### config.mk
export PLATFORM = sky130hd
export DESIGN_NAME = alu_decode_stage_flat
export DESIGN_NICKNAME = d
export VERILOG_FILES = /design/src/rtl/alu_pkg.sv /design/src/rtl/alu_decode_stage_if.sv /design/src/rtl/alu_regfile.sv /design/src/rtl/alu_decode_stage.sv /design/src/flat_wrapper.sv
export SDC_FILE = /design/constraint.sdc
export NUM_CORES = 2
export LEC_CHECK = 0
export ABC_AREA = 1
export CORE_MARGIN = 5
export CORE_UTILIZATION = 32
export CTS_CLUSTER_DIAMETER = 80
export DETAILED_ROUTE_END_ITERATION = 8
export PLACE_DENSITY = 0.43
export SLEW_MARGIN = 20
export SYNTH_ARGS = -nofsm -noshare
export SYNTH_HDL_FRONTEND = slang
export SYNTH_HIERARCHICAL = 1
export SYNTH_SLANG_ARGS = --single-unit
### constraint.sdc
create_clock -name clk -period 2.76 [get_ports clk]
set_input_delay 0.69 -clock clk [delete_from_list [all_inputs] [get_ports clk]]
set_output_delay 0.69 -clock clk [all_outputs]
set_load 0.02 [all_outputs]
### src/rtl/alu_pkg.sv
// Shared ALU encodings: alu_control codes, RV32I opcodes and funct fields.
// Latency: n/a (constants and types only).
// Backpressure: n/a.
package alu_pkg;

  // alu_control encoding, also used by the execute block
  localparam logic [2:0] ALU_ADD = 3'b000;
  localparam logic [2:0] ALU_SUB = 3'b001;
  localparam logic [2:0] ALU_AND = 3'b010;
  localparam logic [2:0] ALU_OR  = 3'b011;
  localparam logic [2:0] ALU_XOR = 3'b100;
  localparam logic [2:0] ALU_SLL = 3'b101;

  // major opcodes of the supported subset
  localparam logic [6:0] OP_REG = 7'b0110011;
  localparam logic [6:0] OP_IMM = 7'b0010011;

  // funct3 values
  localparam logic [2:0] F3_ADD = 3'b000;
  localparam logic [2:0] F3_SLL = 3'b001;
  localparam logic [2:0] F3_XOR = 3'b100;
  localparam logic [2:0] F3_OR  = 3'b110;
  localparam logic [2:0] F3_AND = 3'b111;

  // funct7 values
  localparam logic [6:0] F7_BASE = 7'b0000000;
  localparam logic [6:0] F7_ALT  = 7'b0100000;

  // non-operand part of a decoded op
  typedef struct packed {
    logic [2:0] alu_control;
    logic [4:0] rd;
    logic       rd_we;
    logic       illegal;
  } dec_t;

endpackage

### src/rtl/alu_decode_stage_if.sv
// Decode-stage bundle: instruction handshake, decoded-op handshake, write-back port.
// Latency: n/a (wiring only).
// Backpressure: in_ready/out_ready carry the valid/ready handshakes.
interface alu_decode_stage_if #(
  parameter int XLEN = 32
);
  logic            in_valid;
  logic            in_ready;
  logic [31:0]     in_instr;
  logic            out_valid;
  logic            out_ready;
  logic [XLEN-1:0] a;
  logic [XLEN-1:0] b;
  logic [2:0]      alu_control;
  logic [4:0]      rd;
  logic            rd_we;
  logic            illegal;
  logic            wb_en;
  logic [4:0]      wb_rd;
  logic [XLEN-1:0] wb_data;

  // the decode stage itself
  modport slave (
    input  in_valid, in_instr, out_ready, wb_en, wb_rd, wb_data,
    output in_ready, out_valid, a, b, alu_control, rd, rd_we, illegal
  );

  // the environment: fetch, ALU and write-back sides
  modport master (
    output in_valid, in_instr, out_ready, wb_en, wb_rd, wb_data,
    input  in_ready, out_valid, a, b, alu_control, rd, rd_we, illegal
  );
endinterface

### src/rtl/alu_regfile.sv
// Integer register file, 2 combinational read ports, 1 write port, x0 reads zero.
// Latency: reads are combinational; writes land at the rising edge.
// Backpressure: none, writes are always accepted.
module alu_regfile #(
  parameter int XLEN  = 32,
  parameter int NREGS = 32,
  parameter int AW    = $clog2(NREGS)
) (
  input  logic            clk,
  input  logic            rst_n,
  input  logic [AW-1:0]   rs1_idx,
  input  logic [AW-1:0]   rs2_idx,
  output logic [XLEN-1:0] rs1_data,
  output logic [XLEN-1:0] rs2_data,
  input  logic            we,
  input  logic [AW-1:0]   wr_idx,
  input  logic [XLEN-1:0] wr_data
);

  logic [XLEN-1:0] regs [NREGS];

  // clear every register on reset, then take write-backs except to x0
  always_ff @(posedge clk or negedge rst_n) begin
    if (!rst_n) begin
      for (int i = 0; i < NREGS; i++) begin
        regs[i] <= '0;
      end
    end else if (we && (wr_idx != '0)) begin
      regs[wr_idx] <= wr_data;
    end
  end

  // x0 is forced to zero on the read side, so entry 0 never matters
  always_comb begin
    rs1_data = (rs1_idx == '0) ? '0 : regs[rs1_idx];
    rs2_data = (rs2_idx == '0) ? '0 : regs[rs2_idx];
  end

endmodule

### src/rtl/alu_decode_stage.sv
// Decodes the RV32I ALU subset, reads/bypasses operands, registers them for the ALU.
// Latency: 1 cycle from accept to out_valid.
// Backpressure: in_ready = !out_valid || out_ready; outputs hold while stalled.
module alu_decode_stage
  import alu_pkg::*;
#(
  parameter int XLEN  = 32,
  parameter int NREGS = 32
) (
  input  logic               clk,
  input  logic               rst_n,
  alu_decode_stage_if.slave  bus
);

  logic [6:0]      opcode;
  logic [2:0]      funct3;
  logic [6:0]      funct7;
  logic [4:0]      rs1;
  logic [4:0]      rs2;
  logic [XLEN-1:0] rf_rs1;
  logic [XLEN-1:0] rf_rs2;
  logic [XLEN-1:0] rs1_val;
  logic [XLEN-1:0] rs2_val;
  logic [XLEN-1:0] a_nxt;
  logic [XLEN-1:0] b_nxt;
  logic            legal;
  dec_t            dec;
  logic            accept;

  logic            out_valid_q;
  logic [XLEN-1:0] a_q;
  logic [XLEN-1:0] b_q;
  dec_t            dec_q;

  assign opcode = bus.in_instr[6:0];
  assign funct3 = bus.in_instr[14:12];
  assign funct7 = bus.in_instr[31:25];
  assign rs1    = bus.in_instr[19:15];
  assign rs2    = bus.in_instr[24:20];

  alu_regfile #(
    .XLEN  (XLEN),
    .NREGS (NREGS)
  ) u_regfile (
    .clk      (clk),
    .rst_n    (rst_n),
    .rs1_idx  (rs1),
    .rs2_idx  (rs2),
    .rs1_data (rf_rs1),
    .rs2_data (rf_rs2),
    .we       (bus.wb_en),
    .wr_idx   (bus.wb_rd),
    .wr_data  (bus.wb_data)
  );

  // same-cycle write-back wins over the stored value; x0 is never bypassed
  always_comb begin
    rs1_val = (bus.wb_en && (bus.wb_rd == rs1) && (rs1 != 5'd0)) ? bus.wb_data : rf_rs1;
    rs2_val = (bus.wb_en && (bus.wb_rd == rs2) && (rs2 != 5'd0)) ? bus.wb_data : rf_rs2;
  end

  // decode the instruction word into op code, operands and flags
  always_comb begin
    legal           = 1'b0;
    dec.alu_control = ALU_ADD;
    a_nxt           = rs1_val;
    b_nxt           = rs2_val;
    case (opcode)
      OP_REG: begin
        case ({funct7, funct3})
          {F7_BASE, F3_ADD}: begin legal = 1'b1; dec.alu_control = ALU_ADD; end
          {F7_ALT,  F3_ADD}: begin legal = 1'b1; dec.alu_control = ALU_SUB; end
          {F7_BASE, F3_SLL}: begin legal = 1'b1; dec.alu_control = ALU_SLL; end
          {F7_BASE, F3_XOR}: begin legal = 1'b1; dec.alu_control = ALU_XOR; end
          {F7_BASE, F3_OR }: begin legal = 1'b1; dec.alu_control = ALU_OR;  end
          {F7_BASE, F3_AND}: begin legal = 1'b1; dec.alu_control = ALU_AND; end
          default: ;
        endcase
      end
      OP_IMM: begin
        b_nxt = {{(XLEN-12){bus.in_instr[31]}}, bus.in_instr[31:20]};
        case (funct3)
          F3_ADD: begin legal = 1'b1; dec.alu_control = ALU_ADD; end
          F3_XOR: begin legal = 1'b1; dec.alu_control = ALU_XOR; end
          F3_OR:  begin legal = 1'b1; dec.alu_control = ALU_OR;  end
          F3_AND: begin legal = 1'b1; dec.alu_control = ALU_AND; end
          F3_SLL: begin
            // shift amount is zero-extended, upper imm bits must be zero
            if (funct7 == F7_BASE) begin
              legal           = 1'b1;
              dec.alu_control = ALU_SLL;
              b_nxt           = {{(XLEN-5){1'b0}}, bus.in_instr[24:20]};
            end
          end
          default: ;
        endcase
      end
      default: ;
    endcase
    // illegal ops still flow down the pipe, but carry no operands or write-back
    if (!legal) begin
      dec.alu_control = ALU_ADD;
      a_nxt           = '0;
      b_nxt           = '0;
    end
    dec.rd      = bus.in_instr[11:7];
    dec.rd_we   = legal && (bus.in_instr[11:7] != 5'd0);
    dec.illegal = !legal;
  end

  assign bus.in_ready = !out_valid_q || bus.out_ready;
  assign accept       = bus.in_valid && bus.in_ready;

  // one-entry output register: load on accept, drain on consume
  always_ff @(posedge clk or negedge rst_n) begin
    if (!rst_n) begin
      out_valid_q <= 1'b0;
      a_q         <= '0;
      b_q         <= '0;
      dec_q       <= '0;
    end else if (accept) begin
      out_valid_q <= 1'b1;
      a_q         <= a_nxt;
      b_q         <= b_nxt;
      dec_q       <= dec;
    end else if (bus.out_ready) begin
      out_valid_q <= 1'b0;
    end
  end

  assign bus.out_valid   = out_valid_q;
  assign bus.a           = a_q;
  assign bus.b           = b_q;
  assign bus.alu_control = dec_q.alu_control;
  assign bus.rd          = dec_q.rd;
  assign bus.rd_we       = dec_q.rd_we;
  assign bus.illegal     = dec_q.illegal;

endmodule

### src/flat_wrapper.sv
// flat-port wrapper written by rule: the top's interface ports become plain ports
module alu_decode_stage_flat import alu_pkg::*;
#(
  parameter int XLEN  = 32,
  parameter int NREGS = 32
)
  (clk, rst_n, bus_in_valid, bus_in_instr, bus_out_ready, bus_wb_en, bus_wb_rd, bus_wb_data, bus_in_ready, bus_out_valid, bus_a, bus_b, bus_alu_control, bus_rd, bus_rd_we, bus_illegal);
  alu_decode_stage_if #(.XLEN(XLEN)) bus_i ();
  input  logic clk;
  input  logic rst_n;
  input wire logic [$bits(bus_i.in_valid)-1:0] bus_in_valid;
  input wire logic [$bits(bus_i.in_instr)-1:0] bus_in_instr;
  input wire logic [$bits(bus_i.out_ready)-1:0] bus_out_ready;
  input wire logic [$bits(bus_i.wb_en)-1:0] bus_wb_en;
  input wire logic [$bits(bus_i.wb_rd)-1:0] bus_wb_rd;
  input wire logic [$bits(bus_i.wb_data)-1:0] bus_wb_data;
  output wire logic [$bits(bus_i.in_ready)-1:0] bus_in_ready;
  output wire logic [$bits(bus_i.out_valid)-1:0] bus_out_valid;
  output wire logic [$bits(bus_i.a)-1:0] bus_a;
  output wire logic [$bits(bus_i.b)-1:0] bus_b;
  output wire logic [$bits(bus_i.alu_control)-1:0] bus_alu_control;
  output wire logic [$bits(bus_i.rd)-1:0] bus_rd;
  output wire logic [$bits(bus_i.rd_we)-1:0] bus_rd_we;
  output wire logic [$bits(bus_i.illegal)-1:0] bus_illegal;
  assign bus_i.in_valid = bus_in_valid;
  assign bus_i.in_instr = bus_in_instr;
  assign bus_i.out_ready = bus_out_ready;
  assign bus_i.wb_en = bus_wb_en;
  assign bus_i.wb_rd = bus_wb_rd;
  assign bus_i.wb_data = bus_wb_data;
  assign bus_in_ready = bus_i.in_ready;
  assign bus_out_valid = bus_i.out_valid;
  assign bus_a = bus_i.a;
  assign bus_b = bus_i.b;
  assign bus_alu_control = bus_i.alu_control;
  assign bus_rd = bus_i.rd;
  assign bus_rd_we = bus_i.rd_we;
  assign bus_illegal = bus_i.illegal;
  alu_decode_stage #(.XLEN(XLEN), .NREGS(NREGS)) u_core (.clk(clk), .rst_n(rst_n), .bus(bus_i));
endmodule
==> flow_results.xml <==
<?xml version="1.0" encoding="UTF-8"?>
<metrics>
  <group name="run_status">
    <metric name="run_status" unit="">complete, no violations</metric>
  </group>
  <group name="hold_path">
    <metric name="timing.hold.worst.class" unit="">in -&gt; async</metric>
  </group>
  <group name="critical_path">
    <metric name="crit_required" unit="ns">2.07</metric>
    <metric name="critical_path.max_fanout" unit="">3</metric>
    <metric name="rrSetupSlack" unit="ns">0.55</metric>
    <metric name="timing.reg2reg.worst_path_depth" unit="">14</metric>
    <metric name="crit_path_end_kind" unit="">primary output</metric>
    <metric name="crit_type" unit="">reg -&gt; out</metric>
    <metric name="crit_arrival" unit="ns">1.91</metric>
    <metric name="worst_setup_path_start_kind" unit="">flop</metric>
  </group>
  <group name="global_route">
    <metric name="grt_antenna_before_repair" unit="">8</metric>
    <metric name="grt_pass1_wl" unit="µm">424000</metric>
    <metric name="grt_use_total" unit="">0.279</metric>
    <metric name="overflow" unit="">0</metric>
    <metric name="grt_pass1_vias" unit="">59978</metric>
    <metric name="grt_start_max_net_pins" unit="">87</metric>
    <metric name="groute.layer.met3.usage" unit="">0.0434</metric>
    <metric name="groute.layer.met1.usage" unit="">0.385</metric>
    <metric name="grt_util_met2" unit="">0.446</metric>
    <metric name="busiest_layer" unit="">met2</metric>
  </group>
  <group name="pwr">
    <metric name="total_leakage_power" unit="nW">36.0</metric>
    <metric name="vdd_drop_max" unit="mV">0.695</metric>
    <metric name="powerDensity" unit="nW/µm²">693</metric>
  </group>
  <group name="yosys">
    <metric name="synth.yosys.seq_area_share" unit="">0.447</metric>
    <metric name="synthesis.yosys.warnings" unit="">6</metric>
    <metric name="synthesized_flop_and_latch_total" unit="">1099</metric>
    <metric name="post_synth_instance_area" unit="µm²">61500</metric>
    <metric name="synth-compound-area-share" unit="">0.104</metric>
    <metric name="yosys.area.top_type" unit="">dfrtp_1</metric>
    <metric name="synth.lib_cells_used.distinct" unit="">40</metric>
    <metric name="synthMuxAreaShare" unit="">0</metric>
    <metric name="post_synth_main_area_contributors" unit="">dfrtp_1 45%, nand2_1 20%, nand3_1 12%</metric>
    <metric name="synth_simple_gate_area_share" unit="">0.385</metric>
    <metric name="post_synthesis_share_of_cell_area_spent_on_full_adders_half_adders_and_majority_gates" unit="">0</metric>
    <metric name="share_of_the_synthesized_netlist_area_taken_by_xor_and_xnor_gates" unit="">0.000142</metric>
    <metric name="netlist.area_leader.share" unit="">0.447</metric>
    <metric name="avgSynthCellArea" unit="µm²">6.83</metric>
    <metric name="net_count_of_the_mapped_netlist" unit="">9082</metric>
    <metric name="synth_top_family_by_area" unit="">simple AND/OR/NAND/NOR gates</metric>
    <metric name="postSynthCellCount" unit="">9008</metric>
  </group>
  <group name="cts">
    <metric name="cts_tree" unit="">yes</metric>
    <metric name="clkSlewWorstSetupHoldPaths" unit="ns">0.06</metric>
    <metric name="tritoncts.num_buffers" unit="">143</metric>
    <metric name="cts.repair.resized" unit="">0</metric>
    <metric name="htree_num_levels" unit="">4</metric>
    <metric name="clockBufferDepth" unit="">3</metric>
    <metric name="clkLatencyLatePin" unit="ns">0.81</metric>
    <metric name="post_cts.repair.setup_buffers" unit="">0</metric>
    <metric name="clockRootBuffer" unit="">clkbuf_16</metric>
    <metric name="number_of_clock_sinks" unit="">1099</metric>
  </group>
  <group name="detailed_routing">
    <metric name="remaining_drc_errors" unit="">0</metric>
    <metric name="detail_route.vias_per_cell" unit="">5.34</metric>
    <metric name="total_via_count_in_the_routed_design" unit="">63104</metric>
    <metric name="antenna_violating_nets_remaining" unit="">0</metric>
    <metric name="drt-initial-drc-count" unit="">6783</metric>
    <metric name="drt_pre_antenna_iters" unit="">6</metric>
    <metric name="drt-total-wl" unit="µm">288000</metric>
    <metric name="average_wire_per_standard_cell" unit="µm">24.3</metric>
  </group>
  <group name="sta">
    <metric name="maxSlewHeadroom" unit="">0.458</metric>
    <metric name="timing.final.crit_period" unit="ns">2.60</metric>
    <metric name="layout_worst_path_cycle_share" unit="">0.943</metric>
    <metric name="setup_viol" unit="">0</metric>
    <metric name="max_freq" unit="MHz">384</metric>
    <metric name="maxSlewViolCount" unit="">0</metric>
    <metric name="grt_setup_unrepaired" unit="">false</metric>
    <metric name="finalClockSkew" unit="ns">0.0357</metric>
    <metric name="final-hold-violation-count" unit="">0</metric>
    <metric name="timing_worst_slew_pin_value" unit="ns">0.813</metric>
  </group>
  <group name="place">
    <metric name="post-place-cells" unit="">11564</metric>
    <metric name="dpl.hpwl" unit="µm">191000</metric>
    <metric name="gp_congestion" unit="">0.903</metric>
    <metric name="number_of_input_and_output_port_buffers_inserted" unit="">149</metric>
  </group>
  <group name="layout">
    <metric name="register_area" unit="µm²">27500</metric>
    <metric name="area_growth_synth_to_finish" unit="%">23.7</metric>
    <metric name="n_fill_cell" unit="">20062</metric>
    <metric name="multi_input_comb_area" unit="µm²">30200</metric>
    <metric name="fin_util" unit="">0.397</metric>
    <metric name="fin_cells" unit="">11824</metric>
    <metric name="design.final.nets" unit="">9258</metric>
    <metric name="layout-drive-gt1-share" unit="">0.111</metric>
  </group>
  <group name="floorplanning">
    <metric name="placementRows" unit="">161</metric>
    <metric name="design.die.area" unit="µm²">201000</metric>
    <metric name="num_io_pins" unit="">150</metric>
    <metric name="die_width" unit="µm">449</metric>
    <metric name="start_util" unit="">0.321</metric>
    <metric name="die_h" unit="µm">449</metric>
    <metric name="core_area" unit="µm²">192000</metric>
  </group>
  <group name="run">
    <metric name="cap_violations" unit="">0</metric>
  </group>
</metrics>
-- repair_timing --
action | CTS | global route
endpoints found under the hold margin | 9 | 0
endpoints found under the setup margin | 0 | 0
hold buffers | 1 | 0
-- synthesized netlist by cell type, drive strengths merged --
cell type	number
nor3	11
clkinv	2
inv	153
o21bai	7
buf	266
nor2	857
dfrtp	1099
nand4	35
nor4	4
nand3	1445
or2	6
o22ai	1
o2111ai	1
and2	2
nand2	3343
xnor2	1
o211ai	16
a21oi	648
nor3b	1
o21ai	580
clkbuf	530
-- registers in the layout, summed over array words and instances, names as in the netlist --
register and count:
u_core/bus.b 32, u_core/bus.rd 5, u_core/bus.rd_we 1, u_core/u_regfile/regs 1024, u_core/bus.a 32, u_core/bus.out_valid 1, u_core/bus.alu_control 3, u_core/bus.illegal 1
-- through the flow --
stage / area, µm² / power, W / hold WS [ns] / setup slack (ns) / TNS [ns]
2_1_floorplan: 61500 / 0.0285 / 0.394 / 0.458 / 0
3_3_place_gp: 71300 / 0.0332 / 0.387 / -0.455 / -3.49
3_5_place_dp: 71300 / 0.0334 / 0.390 / -0.437 / -4.15
4_1_cts: 76100 / 0.0532 / 0.304 / 0.0752 / 0
5_1_grt: 76100 / 0.0557 / 0.338 / 0.0837 / 0
6_report: 76100 / 0.0528 / 0.347 / 0.157 / 0
-- kinds of logic (layout without fill, tap and decap cells) --
group | Yosys count | after routing
AND/OR/NAND/NOR | 5704 | 5704
AO/OA/AOI/OAI | 1253 | 1253
flip-flops | 1099 | 1099
buffers and inverters | 951 | 1237
XOR/XNOR | 1 | 1
other | 0 | 4
-- power by group --
part / internal (W) / switching, W
logic: 0.00449 / 0.00683
clock network: 0.0117 / 0.00786
registers: 0.0193 / 0.00259
-- area by class of cell --
class,instances,share of cell area
inverters,155,0.00833
well taps,2526,0.0415
repair buffers,827,0.128
diodes,4,0.000131
clock inverters,48,0.00797
multi-input cells,6958,0.397
flip-flops and latches,1099,0.361
clock buffers,207,0.0560
-- layer usage --
layer,part of all wire,vias to the layer above
li1,-,29597
met1,0.44,30591
met2,0.45,2448
met3,0.065,462
met4,0.040,6
met5,0.00014,-
-- critical path, stage by stage, from the launching register on --
cell             delay [ns]
dfrtp_1                0.38
nand2_1                0.12
clkdlybuf4s50_1        0.62
-- cells in the final DEF, fill, tap and decap left out, drive strengths merged, types with 7 or more instances in the layout --
cell              n
nand3          1445
o21bai            7
clkinv           30
bufinv           10
buf             688
nor3             11
dfrtp          1099
nand4            35
clkbuf          207
a21oi           648
inv             161
clkdlybuf4s50   138
nor2            857
o21ai           580
o211ai           16
nand2          3343
-- path summary, 6_finish.rpt --
| kind | from | to |
|---|---|---|
| min in group clk | u_core/u_regfile/regs[999] | u_core/u_regfile/regs[999] |
| max in group asynchronous | rst_n | u_core/u_regfile/regs[487] |
| setup / recovery | u_core/bus.out_valid | bus_in_ready |
| hold / removal | rst_n | u_core/u_regfile/regs[942] |
| hold reg to reg | u_core/u_regfile/regs[999] | u_core/u_regfile/regs[999] |
| setup reg to reg | u_core/u_regfile/regs[76] | u_core/bus.b[12] |
No activity file was read; power rests on OpenSTA's default activity.
